[config.mk]
export PLATFORM = sky130hd
export DESIGN_NAME = switch_debounce_flat
export DESIGN_NICKNAME = d
export VERILOG_FILES = /design/src/rtl/switch_debounce_pkg.sv /design/src/rtl/switch_debounce_if.sv /design/src/rtl/switch_debounce_ch.sv /design/src/rtl/switch_debounce.sv /design/src/flat_wrapper.sv
export SDC_FILE = /design/constraint.sdc
export NUM_CORES = 1
export LEC_CHECK = 0
export ABC_AREA = 1
export CORE_MARGIN = 3
export CORE_UTILIZATION = 40
export CTS_CLUSTER_DIAMETER = 60
export DETAILED_ROUTE_END_ITERATION = 10
export PLACE_DENSITY = 0.53
export SLEW_MARGIN = 5
export SYNTH_ARGS = -nofsm -noshare
export SYNTH_HDL_FRONTEND = slang
export SYNTH_SLANG_ARGS = --single-unit
[constraint.sdc]
create_clock -name clk -period 1.65 [get_ports clk]
set_input_delay 0.33 -clock clk [delete_from_list [all_inputs] [get_ports clk]]
set_output_delay 0.33 -clock clk [all_outputs]
set_load 0.01 [all_outputs]
[src/rtl/switch_debounce_pkg.sv]
// Shared constants and helpers for the switch debounce block.
package sw_pkg;

  localparam int DEBOUNCE_DEF = 50000;
  localparam int DEBOUNCE_SIM = 8;

  // Counter width able to hold DEBOUNCE_CYCLES-1; never less than one bit.
  function automatic int cnt_width(input int n);
    int w;
    w = $clog2(n);
    return (w < 1) ? 1 : w;
  endfunction

endpackage

[src/rtl/switch_debounce_if.sv]
// Pin-side / consumer-side signal bundle of the switch debouncer.
interface switch_debounce_if #(
  parameter int N_CH = 4
);
  logic [N_CH-1:0] sw_raw;
  logic [N_CH-1:0] level;
  logic [N_CH-1:0] rise;
  logic [N_CH-1:0] fall;
  logic [N_CH-1:0] toggle;
  logic            any_change;

  modport master (output sw_raw, input level, rise, fall, toggle, any_change);
  modport slave  (input sw_raw, output level, rise, fall, toggle, any_change);
endinterface

[src/rtl/switch_debounce_ch.sv]
// One debounce channel: 2-flop synchroniser, stability counter, level and edge pulses.
module debounce_ch
  import sw_pkg::*;
#(
  parameter int DEBOUNCE_CYCLES = DEBOUNCE_DEF,
  parameter int CNT_W           = 16
) (
  input  logic clk,
  input  logic reset,
  input  logic i_s_in,
  output logic o_level,
  output logic o_rise,
  output logic o_fall,
  output logic o_toggle,
  output logic o_commit
);

  if (DEBOUNCE_CYCLES < 1 || longint'(DEBOUNCE_CYCLES) > (longint'(1) << CNT_W)) begin : g_bad_param
    $error("debounce_ch: DEBOUNCE_CYCLES=%0d outside 1..2**CNT_W (CNT_W=%0d)",
           DEBOUNCE_CYCLES, CNT_W);
  end

  localparam logic [CNT_W-1:0] LAST = CNT_W'(DEBOUNCE_CYCLES - 1);

  logic             r_sync1;
  logic             r_sync2;
  logic             r_level;
  logic             r_rise;
  logic             r_fall;
  logic             r_toggle;
  logic [CNT_W-1:0] r_cnt;
  logic             w_diff;

  assign w_diff   = r_sync2 != r_level;
  assign o_commit = w_diff && (r_cnt == LAST);

  // Counter saturates at LAST by construction: it is cleared whenever it reaches it.
  always_ff @(posedge clk) begin
    if (reset) begin
      r_sync1  <= 1'b0;
      r_sync2  <= 1'b0;
      r_level  <= 1'b0;
      r_rise   <= 1'b0;
      r_fall   <= 1'b0;
      r_toggle <= 1'b0;
      r_cnt    <= '0;
    end else begin
      r_sync1 <= i_s_in;
      r_sync2 <= r_sync1;
      r_rise  <= 1'b0;
      r_fall  <= 1'b0;
      if (!w_diff) begin
        r_cnt <= '0;
      end else if (r_cnt == LAST) begin
        r_level <= r_sync2;
        r_cnt   <= '0;
        r_rise  <= r_sync2;
        r_fall  <= ~r_sync2;
        if (r_sync2) r_toggle <= ~r_toggle;
      end else begin
        r_cnt <= r_cnt + 1'b1;
      end
    end
  end

  assign o_level  = r_level;
  assign o_rise   = r_rise;
  assign o_fall   = r_fall;
  assign o_toggle = r_toggle;

endmodule

[src/rtl/switch_debounce.sv]
// Debounces N_CH raw switch pins into clean levels plus rise/fall/toggle events.
module switch_debounce
  import sw_pkg::*;
#(
  parameter int N_CH            = 4,
  parameter int DEBOUNCE_CYCLES = DEBOUNCE_DEF,
  parameter int CNT_W           = 16,
  parameter bit ACTIVE_LOW      = 1'b1
) (
  input  logic               clk,
  input  logic               reset,
  switch_debounce_if.slave   bus
);

  logic [N_CH-1:0] w_s_in;
  logic [N_CH-1:0] w_level;
  logic [N_CH-1:0] w_rise;
  logic [N_CH-1:0] w_fall;
  logic [N_CH-1:0] w_toggle;
  logic [N_CH-1:0] w_commit;
  logic            r_any_change;

  // Polarity is fixed before the synchroniser so every channel sees 1 = active.
  assign w_s_in = ACTIVE_LOW ? ~bus.sw_raw : bus.sw_raw;

  for (genvar g = 0; g < N_CH; g++) begin : g_ch
    debounce_ch #(
      .DEBOUNCE_CYCLES (DEBOUNCE_CYCLES),
      .CNT_W           (CNT_W)
    ) u_ch (
      .clk      (clk),
      .reset    (reset),
      .i_s_in   (w_s_in[g]),
      .o_level  (w_level[g]),
      .o_rise   (w_rise[g]),
      .o_fall   (w_fall[g]),
      .o_toggle (w_toggle[g]),
      .o_commit (w_commit[g])
    );
  end

  // Registered from the channels' commit strobes so it lines up with rise/fall.
  always_ff @(posedge clk) begin
    if (reset) r_any_change <= 1'b0;
    else       r_any_change <= |w_commit;
  end

  assign bus.level      = w_level;
  assign bus.rise       = w_rise;
  assign bus.fall       = w_fall;
  assign bus.toggle     = w_toggle;
  assign bus.any_change = r_any_change;

endmodule

[src/flat_wrapper.sv]
// flat-port wrapper written by rule: the top's interface ports become plain ports
module switch_debounce_flat import sw_pkg::*;
#(
  parameter int N_CH            = 4,
  parameter int DEBOUNCE_CYCLES = DEBOUNCE_DEF,
  parameter int CNT_W           = 16,
  parameter bit ACTIVE_LOW      = 1'b1
)
  (clk, reset, bus_sw_raw, bus_level, bus_rise, bus_fall, bus_toggle, bus_any_change);
  switch_debounce_if #(.N_CH(N_CH)) bus_i ();
  input  logic clk;
  input  logic reset;
  input wire logic [$bits(bus_i.sw_raw)-1:0] bus_sw_raw;
  output wire logic [$bits(bus_i.level)-1:0] bus_level;
  output wire logic [$bits(bus_i.rise)-1:0] bus_rise;
  output wire logic [$bits(bus_i.fall)-1:0] bus_fall;
  output wire logic [$bits(bus_i.toggle)-1:0] bus_toggle;
  output wire logic [$bits(bus_i.any_change)-1:0] bus_any_change;
  assign bus_i.sw_raw = bus_sw_raw;
  assign bus_level = bus_i.level;
  assign bus_rise = bus_i.rise;
  assign bus_fall = bus_i.fall;
  assign bus_toggle = bus_i.toggle;
  assign bus_any_change = bus_i.any_change;
  switch_debounce #(.N_CH(N_CH), .DEBOUNCE_CYCLES(DEBOUNCE_CYCLES), .CNT_W(CNT_W), .ACTIVE_LOW(ACTIVE_LOW)) u_core (.clk(clk), .reset(reset), .bus(bus_i));
endmodule
# == Word-level counts from Yosys, hierarchy flattened ==
# Index checks and enable logic that the tools add are counted.
# classes
addsub,4
n_eq_ne,8
bitwise,17
n_reduce_logical,21
# op_table
operator,count
$add A16 B1 Y16 const B,4
$eq A16 B16 Y1 const B,4
$reduce_or A3 Y1,8
$not A1 Y1,16
$reduce_and A3 Y1,4
$reduce_and A2 Y1,4
$logic_and A1 B1 Y1,4
$ne A1 B1 Y1,4
$not A4 Y4,1
$reduce_or A4 Y1,1
# totals
regBits,89
in_bits,6

# == Logic depth before layout (Yosys ltp) ==
# Gate-level depths: netlist of the first run.
# logic_depth
word_depth,3
ltp_mapped,10
depth_no_buf,10

# == By module ==
# From an unflattened synthesis of the first run, not the netlist that was laid out.
# hier_totals
cells_unflattened,587
hier_area_um2,4259.1
# modules_own_cells
mod,instances,cells_per_inst,area_per_inst_um2
debounce_ch at u_core.g_ch[0].u_ch ...,3,147,1038.5
debounce_ch at u_core.g_ch[3].u_ch,1,138,1096.1
switch_debounce,1,8,47.5

# == Least setup slack after synthesis of the first run ==
# No wires, ideal clock.
# synth_path
path_type,register -> register
start,register u_core.g_ch[1].u_ch.r_cnt[0]
end,register u_core.g_ch[1].u_ch.r_cnt[12]
setup_ps,115
t_arrival_ps,1230
required_ps,1535
slack_ps,305
stages_incl_launch_ff,10
n_path_buf,1
period_less_slack_ps,1345
path_cell_list,dfxtp_1 ha_1 nand2_1 inv_2 nand2_2 nor2_4 nand2_2 nand3_4 buf_12 nor2_2
# synth_via
elab_chain_cells,2
# synth_rtl
element,line_no,text
"start, declared",switch_debounce_ch.sv:31,logic [CNT_W-1:0] r_cnt;
"start signal, assigned",switch_debounce_ch.sv:61,r_cnt <= r_cnt + 1'b1;
branches (longest 2 deep; another with $add A16 B1 Y16),-,
# Parallel ways; which one is timed is not known.
# A chain may end at the register's enable or synchronous reset.

# == Final worst setup path of the first run ==
# layout_path
start,register u_core.g_ch[2].u_ch.r_toggle
end,output port bus_toggle[2]
# layout_lines
element,line_no,text
"start, declared",switch_debounce_ch.sv:30,logic r_toggle;
"start signal, assigned",switch_debounce_ch.sv:59,if (r_sync2) r_toggle <= ~r_toggle;
"end, declared",flat_wrapper.sv:17,output wire logic [$bits(bus_i.toggle)-1:0] bus_toggle;
# No word-level cell between the ends.

==> out/results.ini, run 1 <==
[synth]
ys_types=32
synthCells=580
synth_warnings=0
synth_fp_nets=594
ys_seq_elements=89
yosysSeqAreaShare_pct=41.6
synth.cell_area_sq_mm=0.00429
yosysTopAreaCellShare_pct=41.6
synth_area_leaders=dfxtp_1 (42%), nand2_1 (9.8%), nor2_1 (7.9%)
avgSynthCellArea_sq_um=7.39
yosys.area.top_type=dfxtp_1

[worst_setup_path]
cp_top_family=buffers and inverters
reg2regPathDepth=8
crit_buf_inv=1
worstSetupPathType=reg2out
r2r_start=u_core.g_ch[1].u_ch.r_cnt[0]
crit_path_cell_trace=clkdlybuf4s50_1
endpoint=bus_toggle[2]
critPathLaunch=u_core.g_ch[2].u_ch.o_toggle
ff2ff_setup_slack_ns=0.16
cp.depth=1
worstSetupStartpointType=register
critPathArrivalTime_ns=1.25
slowest_stage=clkdlybuf4s50_1
rr_endpoint=u_core.g_ch[1].u_ch.r_cnt[2]
cpPeakStageDelay_ns=0.54
path_max_fanout=3
cp_data_required_time_ns=1.32
end_kind=output port

[floorplan]
initial_core_util_pct=41.3
num_rows=37
die_x_um=110
core-area_sq_mm=0.0104
io_pins=23
chipHeight_um=110
die_area_sq_mm=0.0120

[power_and_ir_drop]
p_sw_share_pct=20.5
seqPwrFrac_pct=56.0
p_leak_nw=1.68
clkPwrFrac_pct=42.1
power.total_mw=3.87
vdd_drop_max_uv=458
switchingPower_uw=790
power_density_mw_per_mm2=809
combPwrFrac_pct=1.9
p_int_mw=3.07

[sta]
max_freq_mhz=632
fin_tns_setup_ns=0
hold_viol=0
max-slew-margin-rel_pct=79.9
worstMarginPinSlew_ns=0.300
finalCritPeriodShare_pct=95.9
setup_violations=0
skew_ns=0.00920
fin_hold_ws_ns=0.407
rsz0062_at_grt=false
post-route-min-period_ns=1.58
slew_viol_final=0

[grt]
grt_pass1_vias=3159
grt_pass1_wl_um=13700
antenna_found_initial=0
grt.total_usage_pct=14.3
gr-total-overflow=0
grt_max_degree=17

[routing]
viasPerCell=4.54
dr.first_iter.drc_count=136
vias=3342
wire_per_inst_um=10.6
detail-route-antenna-nets=0
routed_wl_um=7810
drc=0
dr.pass1.iters=4

[clocking]
cts_tree=yes
numCtsBuffers=9
cts_root_buf=clkbuf_8
clk_latency_ns=0.36
ctsLongestPathBuffers=2
clock_sink_count=89
htree_levels=3
clkTransAtPathRegs_ns=0.08

[finish]
diodes=0
nFillCells=1078
drive_gt1_share_pct=13.3
area_growth_pct=11.4
fin_nets=610

[place]
port-buffer-count=22
hpwl_um=5830
gp_congestion=0.812

[hold_path]
min_path_type=reg2reg
min_from=u_core.g_ch[1].u_ch.r_sync1

[outcome]
status=complete, no violations

[flow_run]
maxCapViolations=0

[timing repair]
action                                  4_1_cts  5_1_grt
hold buffers                                  0        0
buffers inserted                              0        0
endpoints found under the setup margin        5        6
resized for setup                             5        4
cloned                                        0        0
[routing by layer]
| metal | GRT usage (%) | share of wire [%] | vias to the layer above | routed length [um] |
|---|---|---|---|---|
| met5 | 0 | 0 | - | 0 |
| met4 | 6.32 | 1.7 | 0 | 136 |
| met3 | 3.52 | 3.0 | 15 | 232 |
| met2 | 22.5 | 45 | 26 | 3490 |
| met1 | 18.5 | 51 | 1476 | 3950 |
| li1 | - | - | 1825 | - |
[layout make-up]
type | instances | area [sq um] | area share [%]
clock buffer | 12 | 145 | 3.04
timing repair buffer | 27 | 283 | 5.92
tap | 136 | 170 | 3.56
multi-input combinational | 389 | 2030 | 42.5
sequential | 89 | 1780 | 37.3
inverter | 80 | 300 | 6.29
clock inverter | 3 | 65.1 | 1.36
[layout by cell type (no fill, tap or decap), types with 14 or more instances in the layout]
cell / n
a21oi_1: 24
nor2_1: 90
nand2_1: 112
nor2_2: 20
xor2_1: 15
inv_1: 74
nor3_1: 14
clkdlybuf4s50_1: 16
nand3_1: 35
dfxtp_1: 87
[logic make-up (layout without fill, tap and decap cells)]
| logic type | after synthesis | count (layout) | synth area share [%] |
|---|---|---|---|
| adder cells (fa/ha/maj) | 8 | 8 | 2.33 |
| XOR/XNOR | 19 | 19 | 3.88 |
| flip-flops | 89 | 89 | 41.6 |
| buffers and inverters | 102 | 122 | 11.2 |
| AND/OR/NAND/NOR | 319 | 319 | 35.2 |
| AO/OA/AOI/OAI | 43 | 43 | 5.75 |
[through the flow]
step	instances	setup slack (ns)	utilization, %	instance area (sq um)
final	736	0.0673	46.1	4780
after global routing	736	0.00298	46.1	4780
after CTS	736	0.00184	46.0	4770
after detailed placement	721	0.00641	44.0	4560
after global placement	721	0.0614	44.0	4560
after floorplan	580	0.305	-	4290
[power by group through the flow]
stage | sequential (mW) | clock [mW] | combinational (mW)
floorplan | 2.21 | 0 | 0.0479
global placement | 2.22 | 0 | 0.0742
detailed placement | 2.22 | 0 | 0.0745
CTS | 2.17 | 1.69 | 0.0749
global route | 2.17 | 1.78 | 0.0839
finish | 2.16 | 1.63 | 0.0735
[synth_stat cells, drive strengths merged]
| master | count |
|---|---|
| nor3b | 1 |
| nor3 | 16 |
| a21oi | 31 |
| nand3b | 6 |
| o21ai | 10 |
| xor2 | 15 |
| or2 | 5 |
| nand3 | 41 |
| inv | 79 |
| nand2 | 122 |
| ha | 8 |
| o21bai | 2 |
| xnor2 | 4 |
| clkinv | 1 |
| clkbuf | 2 |
| nor2 | 115 |
| dfxtp | 89 |
| nand4 | 13 |
| buf | 20 |
[registers in the layout, summed over array words and instances, names as in the netlist]
| signal | count |
|---|---|
| u_core.g_ch.u_ch.o_fall | 4 |
| u_core.bus.any_change | 1 |
| u_core.g_ch.u_ch.r_sync1 | 4 |
| u_core.g_ch.u_ch.o_level | 4 |
| u_core.g_ch.u_ch.r_sync2 | 4 |
| u_core.g_ch.u_ch.r_cnt | 64 |
| u_core.g_ch.u_ch.o_toggle | 4 |
| u_core.g_ch.u_ch.o_rise | 4 |
[how the worst min path moves through the flow]
stage | depth (start not counted) | endpoint | slack [ns]
CTS | 2 | u_core.g_ch[1].u_ch.r_sync2 | 0.41
global placement | 2 | u_core.g_ch[1].u_ch.r_sync2 | 0.40
detailed placement | 2 | u_core.g_ch[1].u_ch.r_sync2 | 0.40
global route | 2 | u_core.g_ch[1].u_ch.r_sync2 | 0.42
floorplan | 2 | u_core.g_ch[0].u_ch.r_sync2 | 0.39
finish | 2 | u_core.g_ch[1].u_ch.r_sync2 | 0.41
No activity file was read; power rests on OpenSTA's default activity.
==> run 2, diff against run 1 <==
--- a/config.mk
+++ b/config.mk
@@ -7,10 +7,10 @@
 export LEC_CHECK = 0
 export ABC_AREA = 1
 export CORE_MARGIN = 3
-export CORE_UTILIZATION = 40
+export CORE_UTILIZATION = 39
 export CTS_CLUSTER_DIAMETER = 60
 export DETAILED_ROUTE_END_ITERATION = 10
-export PLACE_DENSITY = 0.53
+export PLACE_DENSITY = 0.52
 export SLEW_MARGIN = 5
 export SYNTH_ARGS = -nofsm -noshare
 export SYNTH_HDL_FRONTEND = slang
==> out/results.ini, run 2 (synthesized netlist as in run 1, its figures left out) <==
[routing]
wire_per_inst_um=10.8  ; was 10.6 um
viasPerCell=4.59  ; was 4.54
vias=3379  ; was 3342
routed_wl_um=7940  ; was 7810 um
dr.pass1.iters=6  ; was 4
detail-route-antenna-nets=0  ; unchanged
drc=0  ; unchanged
dr.first_iter.drc_count=145  ; was 136

[hold_path]
min_from=u_core.g_ch[1].u_ch.r_sync1  ; unchanged
min_path_type=reg2reg  ; unchanged

[clocking]
numCtsBuffers=9  ; unchanged
clkTransAtPathRegs_ns=0.09  ; was 0.08 ns
htree_levels=3  ; unchanged
cts_tree=yes  ; unchanged
cts_root_buf=clkbuf_8  ; unchanged
clock_sink_count=89  ; unchanged
ctsLongestPathBuffers=2  ; unchanged
clk_latency_ns=0.36  ; about the same

[finish]
diodes=0  ; unchanged
fin_util_pct=45.4  ; was 46.1%
area_growth_pct=11.3  ; was 11.4%
fin_nets=609  ; was 610
drive_gt1_share_pct=13.5  ; was 13.3%
nFillCells=1075  ; was 1078
final_common_cell=nand2_1  ; unchanged
mostFrequentLayoutCells=nand2_1 (112), nor2_1 (90), dfxtp_1 (87), inv_1 (74), nand3_1 (35)  ; unchanged
largest_reg_flops=64  ; unchanged
stdcell_area_sq_mm=0.00477  ; was 0.00478 sq mm
registers.top_by_ff_count=u_core.g_ch.u_ch.r_cnt  ; unchanged

[floorplan]
initial_core_util_pct=40.8  ; was 41.3%
chipHeight_um=111  ; was 110 um
num_rows=37  ; unchanged
die_area_sq_mm=0.0123  ; was 0.0120 sq mm
die_x_um=111  ; was 110 um
io_pins=23  ; unchanged
core-area_sq_mm=0.0105  ; was 0.0104 sq mm

[power_and_ir_drop]
power.total_mw=3.85  ; was 3.87 mW
power_density_mw_per_mm2=807  ; was 809 mW/mm^2
p_leak_nw=1.67  ; was 1.68 nW
vdd_drop_max_uv=362  ; was 458 uV

[sta]
setup_violations=0  ; unchanged
post-route-min-period_ns=1.58  ; about the same
rsz0062_at_grt=false  ; unchanged
max-slew-margin-rel_pct=78.1  ; was 79.9%
fin_hold_ws_ns=0.407  ; about the same
max_freq_mhz=632  ; about the same
hold_viol=0  ; unchanged
skew_ns=0.00654  ; was 0.00920 ns
fin_tns_setup_ns=0  ; unchanged
slew_viol_final=0  ; unchanged
finalCritPeriodShare_pct=95.9  ; about the same
worstMarginPinSlew_ns=0.328  ; was 0.300 ns

[worst_setup_path]
cp_top_family=buffers and inverters  ; unchanged
cpPeakStageDelay_ns=0.53  ; was 0.54 ns
path_max_fanout=3  ; unchanged
slowest_stage=clkdlybuf4s50_1  ; unchanged
critPathLaunch=u_core.g_ch[2].u_ch.o_toggle  ; unchanged
critPathArrivalTime_ns=1.25  ; about the same
cp_data_required_time_ns=1.32  ; about the same
r2r_start=u_core.g_ch[1].u_ch.r_cnt[0]  ; unchanged
worstSetupPathType=reg2out  ; unchanged
crit_buf_inv=1  ; unchanged
worstSetupStartpointType=register  ; unchanged
crit_path_cell_trace=clkdlybuf4s50_1  ; unchanged
end_kind=output port  ; unchanged

[place]
hpwl_um=5930  ; was 5830 um
placed_area_sq_mm=0.00455  ; was 0.00456 sq mm
gp_congestion=0.784  ; was 0.812
port-buffer-count=22  ; unchanged

[grt]
grt.total_usage_pct=13.5  ; was 14.3%
grt_max_degree=17  ; unchanged
gr-total-overflow=0  ; unchanged
grt_pass1_wl_um=13900  ; was 13700 um
antenna_found_initial=0  ; unchanged
grt_pass1_vias=3064  ; was 3159

[flow_run]
maxCapViolations=0  ; unchanged

[outcome]
status=complete, no violations  ; unchanged

[run 2: cell count changes in the layout (fill, tap and decap cells not counted)]
cell             previous run  this run
clkdlybuf4s50_1            16        17
clkbuf_1                    2         1
clkinvlp_4                  0         1
clkbuf_8                   10         9
clkinv_2                    1         3
dlygate4sd2_1               4         3
buf_4                       3         2
[run 2: path summary, 6_finish.rpt]
kind,to,slack [ns],cells past startpoint
hold reg to reg,u_core.g_ch[1].u_ch.r_sync2,0.41,2
setup reg to reg,u_core.g_ch[1].u_ch.r_cnt[13],0.17,8
setup / recovery,bus_toggle[2],0.07,1
hold / removal,u_core.g_ch[1].u_ch.r_sync2,0.41,2
[run 2: per-layer routing]
layer  global-route usage [%]  share of wire (%)  up-vias
li1                         -                  -     1829
met1                     18.8                 52     1499
met2                     20.2                 43       42
met3                     2.40                2.9        9
met4                     6.40                2.0        0
met5                        0                  0        -
[run 2: timing repair]
item / CTS / global route
hold buffers: 0 / 0
buffers inserted: 0 / 0
endpoints found under the setup margin: 3 / 20
cloned: 0 / 0
resized for setup: 3 / 5
[run 2: through the flow]
| step | setup slack (ns) | cells |
|---|---|---|
| final | 0.0674 | 736 |
| after global routing | 0.00806 | 736 |
| after CTS | 0.00288 | 736 |
| after detailed placement | 0.108 | 720 |
| after global placement | 0.161 | 720 |
| after floorplan | 0.305 | 580 |
[run 2: report_power, final]
part	leakage (nW)	internal (mW)	switching, mW
logic	0.848	0.0303	0.0418
registers	0.720	2.16	0.00787
clock network	0.106	0.846	0.766
[run 2: tightest hold or removal path: stages, from the launching register on]
cell     delay (ns)
dfxtp_1        0.31
inv_1          0.04
nor2_1         0.03
[run 2: area by class of cell]
class                           instances  area, sq um  share of cell area, %
Clock buffer                           10          128                   2.68
Clock inverter                          6         82.6                   1.73
Inverter                               80          300                   6.29
Multi-Input combinational cell        389         2030                   42.5
Sequential cell                        89         1780                   37.4
Tap cell                              136          170                   3.57
Timing Repair Buffer                   26          277                   5.80
==> run 3, diff against run 2 <==
--- a/config.mk
+++ b/config.mk
@@ -5,7 +5,6 @@
 export SDC_FILE = /design/constraint.sdc
 export NUM_CORES = 1
 export LEC_CHECK = 0
-export ABC_AREA = 1
 export CORE_MARGIN = 3
 export CORE_UTILIZATION = 39
 export CTS_CLUSTER_DIAMETER = 60
==> out/results.ini, run 3 <==
[floorplan]
chipHeight_um=105  ; was 111 um
die_area_sq_mm=0.0110  ; was 0.0123 sq mm
core-area_sq_mm=0.00933  ; was 0.0105 sq mm
die_x_um=105  ; was 111 um
num_rows=35  ; was 37
io_pins=23  ; unchanged
initial_core_util_pct=40.7  ; was 40.8%

[sta]
slew_viol_final=0  ; unchanged
rsz0062_at_grt=true  ; was false
hold_viol=0  ; unchanged
fin_hold_ws_ns=0.435  ; was 0.407 ns
max-slew-margin-rel_pct=76.1  ; was 78.1%
fin_tns_setup_ns=-3.52  ; was 0 ns
skew_ns=0.00767  ; was 0.00654 ns
worstMarginPinSlew_ns=0.355  ; was 0.328 ns
post-route-min-period_ns=1.89  ; was 1.58 ns
setup_violations=36  ; was 0
max_freq_mhz=529  ; was 632 MHz
fin_ws_ns=-0.241  ; was 0.0674 ns
finalCritPeriodShare_pct=115  ; was 95.9%

[synth]
synth_fa_ha_area_share_pct=2.64  ; was 2.33%
synthFlopType=dfxtp_1  ; unchanged
ys_types=37  ; was 32
synth_warnings=0  ; unchanged
yosysTopAreaCellShare_pct=47.0  ; was 41.6%
synth_common_cells=dfxtp_1 (89), nor2_1 (85), xnor2_1 (44), nand3_1 (23), inv_1 (22)  ; was nand2_1 (112), nor2_1 (90), dfxtp_1 (89), inv_1 (74), nand3_1 (35)
synth.cell_area_sq_mm=0.00379  ; was 0.00429 sq mm
synthMostInstantiatedCell=dfxtp_1  ; was nand2_1
synthMuxAreaShare_pct=0  ; unchanged
avgSynthCellArea_sq_um=8.89  ; was 7.39 sq um
synth_edf_count=0  ; unchanged
synth_xor_area_share_pct=12.2  ; was 3.88%
yosysSeqAreaShare_pct=47.0  ; was 41.6%
synth_fp_nets=441  ; was 594
synthCells=427  ; was 580
synth_top_family_by_area=simple AND/OR/NAND/NOR gates  ; unchanged
synthSimpleGateAreaFrac_pct=28.1  ; was 35.2%
yosys.area.top_type=dfxtp_1  ; unchanged
synth_compound_area_share_pct=3.53  ; was 5.75%
async_reset_ff_share_pct=0  ; unchanged
ys_seq_elements=89  ; unchanged
synth_area_leaders=dfxtp_1 (47%), xnor2_1 (10%), nor2_1 (8.4%)  ; was dfxtp_1 (42%), nand2_1 (9.8%), nor2_1 (7.9%)

[grt]
grt_pass1_wl_um=13300  ; was 13900 um
grt_pass1_vias=2891  ; was 3064
gr-total-overflow=0  ; unchanged
antenna_found_initial=0  ; unchanged
grt_max_degree=17  ; unchanged
grt.total_usage_pct=15.0  ; was 13.5%

[place]
placed_area_sq_mm=0.00455  ; about the same
hpwl_um=5430  ; was 5930 um
dp_cells=616  ; was 720
port-buffer-count=22  ; unchanged
gp_congestion=0.795  ; was 0.784
place_ws_ns=-0.254  ; was 0.108 ns

[power_and_ir_drop]
clkPwrFrac_pct=45.7  ; was 41.9%
power_density_mw_per_mm2=812  ; was 807 mW/mm^2
p_sw_share_pct=19.1  ; was 21.2%
seqPwrFrac_pct=52.1  ; was 56.3%
p_int_mw=3.36  ; was 3.03 mW
power.total_mw=4.16  ; was 3.85 mW
vdd_drop_max_uv=587  ; was 362 uV
switchingPower_uw=795  ; was 815 uW
p_leak_nw=1.78  ; was 1.67 nW
combPwrFrac_pct=2.2  ; was 1.9%

[worst_setup_path]
end_kind=register  ; was output port
path_max_fanout=3  ; unchanged
critPathArrivalTime_ns=2.18  ; was 1.25 ns
worstSetupStartpointType=register  ; unchanged
worstSetupPathType=reg2reg  ; was reg2out
cp_data_required_time_ns=1.94  ; was 1.32 ns

[finish]
registers.top_by_ff_count=u_core.g_ch.u_ch.r_cnt  ; unchanged
stdcell_area_sq_mm=0.00512  ; was 0.00477 sq mm
largest_reg_flops=64  ; unchanged
diodes=0  ; unchanged
area_growth_pct=34.9  ; was 11.3%
fin_util_pct=54.9  ; was 45.4%
fin_nets=519  ; was 609
stdcell_count=639  ; was 736
drive_gt1_share_pct=28.0  ; was 13.5%
final_common_cell=dfxtp_1  ; was nand2_1
mostFrequentLayoutCells=dfxtp_1 (78), nor2_1 (64), buf_4 (63), xnor2_1 (44)  ; was nand2_1 (112), nor2_1 (90), dfxtp_1 (87), inv_1 (74), nand3_1 (35)

[hold_path]
min_path_type=reg2reg  ; unchanged

[clocking]
ctsLongestPathBuffers=2  ; unchanged
htree_levels=3  ; unchanged
cts_root_buf=clkbuf_8  ; unchanged
cts_hold_buffers=0  ; unchanged
numCtsBuffers=9  ; unchanged
clk_latency_ns=0.36  ; about the same
clkTransAtPathRegs_ns=0.08  ; was 0.09 ns
clock_sink_count=89  ; unchanged
cts_tree=yes  ; unchanged

[routing]
dr.first_iter.drc_count=67  ; was 145
detail-route-antenna-nets=0  ; unchanged
viasPerCell=4.67  ; was 4.59
drc=0  ; unchanged
vias=2987  ; was 3379
routed_wl_um=7840  ; was 7940 um
wire_per_inst_um=12.3  ; was 10.8 um
dr.pass1.iters=4  ; was 6

[flow_run]
maxCapViolations=0  ; unchanged

[outcome]
violations=negative setup slack
status=finished, violations left  ; was complete, no violations

==> run 3: changes by cell type after synthesis, moves of 6 or more <==
| cell | change |
|---|---|
| xnor2_1 | +40 |
| a21oi_2 | -7 |
| nand2_1 | -93 |
| inv_1 | -52 |
| xor2_1 | -6 |
| nor4_1 | +16 |
| a21oi_1 | -15 |
| nor2_2 | -20 |
| nand2_2 | -10 |
| and3_1 | +9 |
| nand3_1 | -12 |
==> run 3: per-layer routing <==
layer	routed length (um)	GRT usage (%)	up-vias
met5	0	0	-
met4	69	3.66	0
met3	265	4.88	5
met2	3700	24.5	25
met1	3800	19.2	1360
li1	-	-	1597
==> run 3: cells by family (layout without fill, tap and decap cells) <==
group / after synthesis / count (layout)
buffers and inverters: 47 / 129
AOI/OAI and AO/OA: 21 / 21
and+or+nand+nor: 209 / 210
xor gates and xnor gates: 53 / 53
DFF: 89 / 89
adders and majority gates: 8 / 8
==> run 3: final timing paths <==
check,slack (ns),startpoint,depth (start not counted),end
worst max-delay path,-0.24,u_core.g_ch[2].u_ch.r_cnt[13],4,u_core.g_ch[2].u_ch.o_toggle
worst min-delay path,0.43,u_core.g_ch[3].u_ch.r_cnt[0],1,u_core.g_ch[3].u_ch.r_cnt[0]
worst max register to register,-0.24,u_core.g_ch[2].u_ch.r_cnt[13],4,u_core.g_ch[2].u_ch.o_toggle
worst min register to register,0.43,u_core.g_ch[3].u_ch.r_cnt[0],1,u_core.g_ch[3].u_ch.r_cnt[0]
==> run 3: layout make-up <==
cell class,instances,area [sq um]
clock buffer,11,131
clock inverter,5,128
fill,866,4210
inverter,22,82.6
multi-input combinational,292,2010
sequential,89,1800
tap,129,161
timing repair buffer,91,813
==> run 3: timing repair <==
| item | CTS | global route |
|---|---|---|
| endpoints found under the setup margin | 38 | 77 |
| setup buffers | 4 | 1 |
| hold endpoints to repair | 0 | 0 |
| pin swaps | 16 | 18 |
| gates resized for setup | 16 | 55 |
| cloned | 2 | 1 |
==> run 3: critical path, cell delays in order (launching register included) <==
cell	delay, ns
dfxtp_1	0.31
or4b_4	0.53
or4_4	0.53
or3_1	0.32
a21oi_1	0.13
==> run 3: power groups by stage <==
| stage | Combinational (mW) | Sequential, mW | Clock, mW |
|---|---|---|---|
| final | 0.0932 | 2.17 | 1.90 |
| after global routing | 0.103 | 2.17 | 2.06 |
| after CTS | 0.0836 | 2.17 | 1.97 |
| after detailed placement | 0.0765 | 2.22 | 0 |
| after global placement | 0.0761 | 2.21 | 0 |
| after floorplan | 0.0395 | 2.21 | 0 |
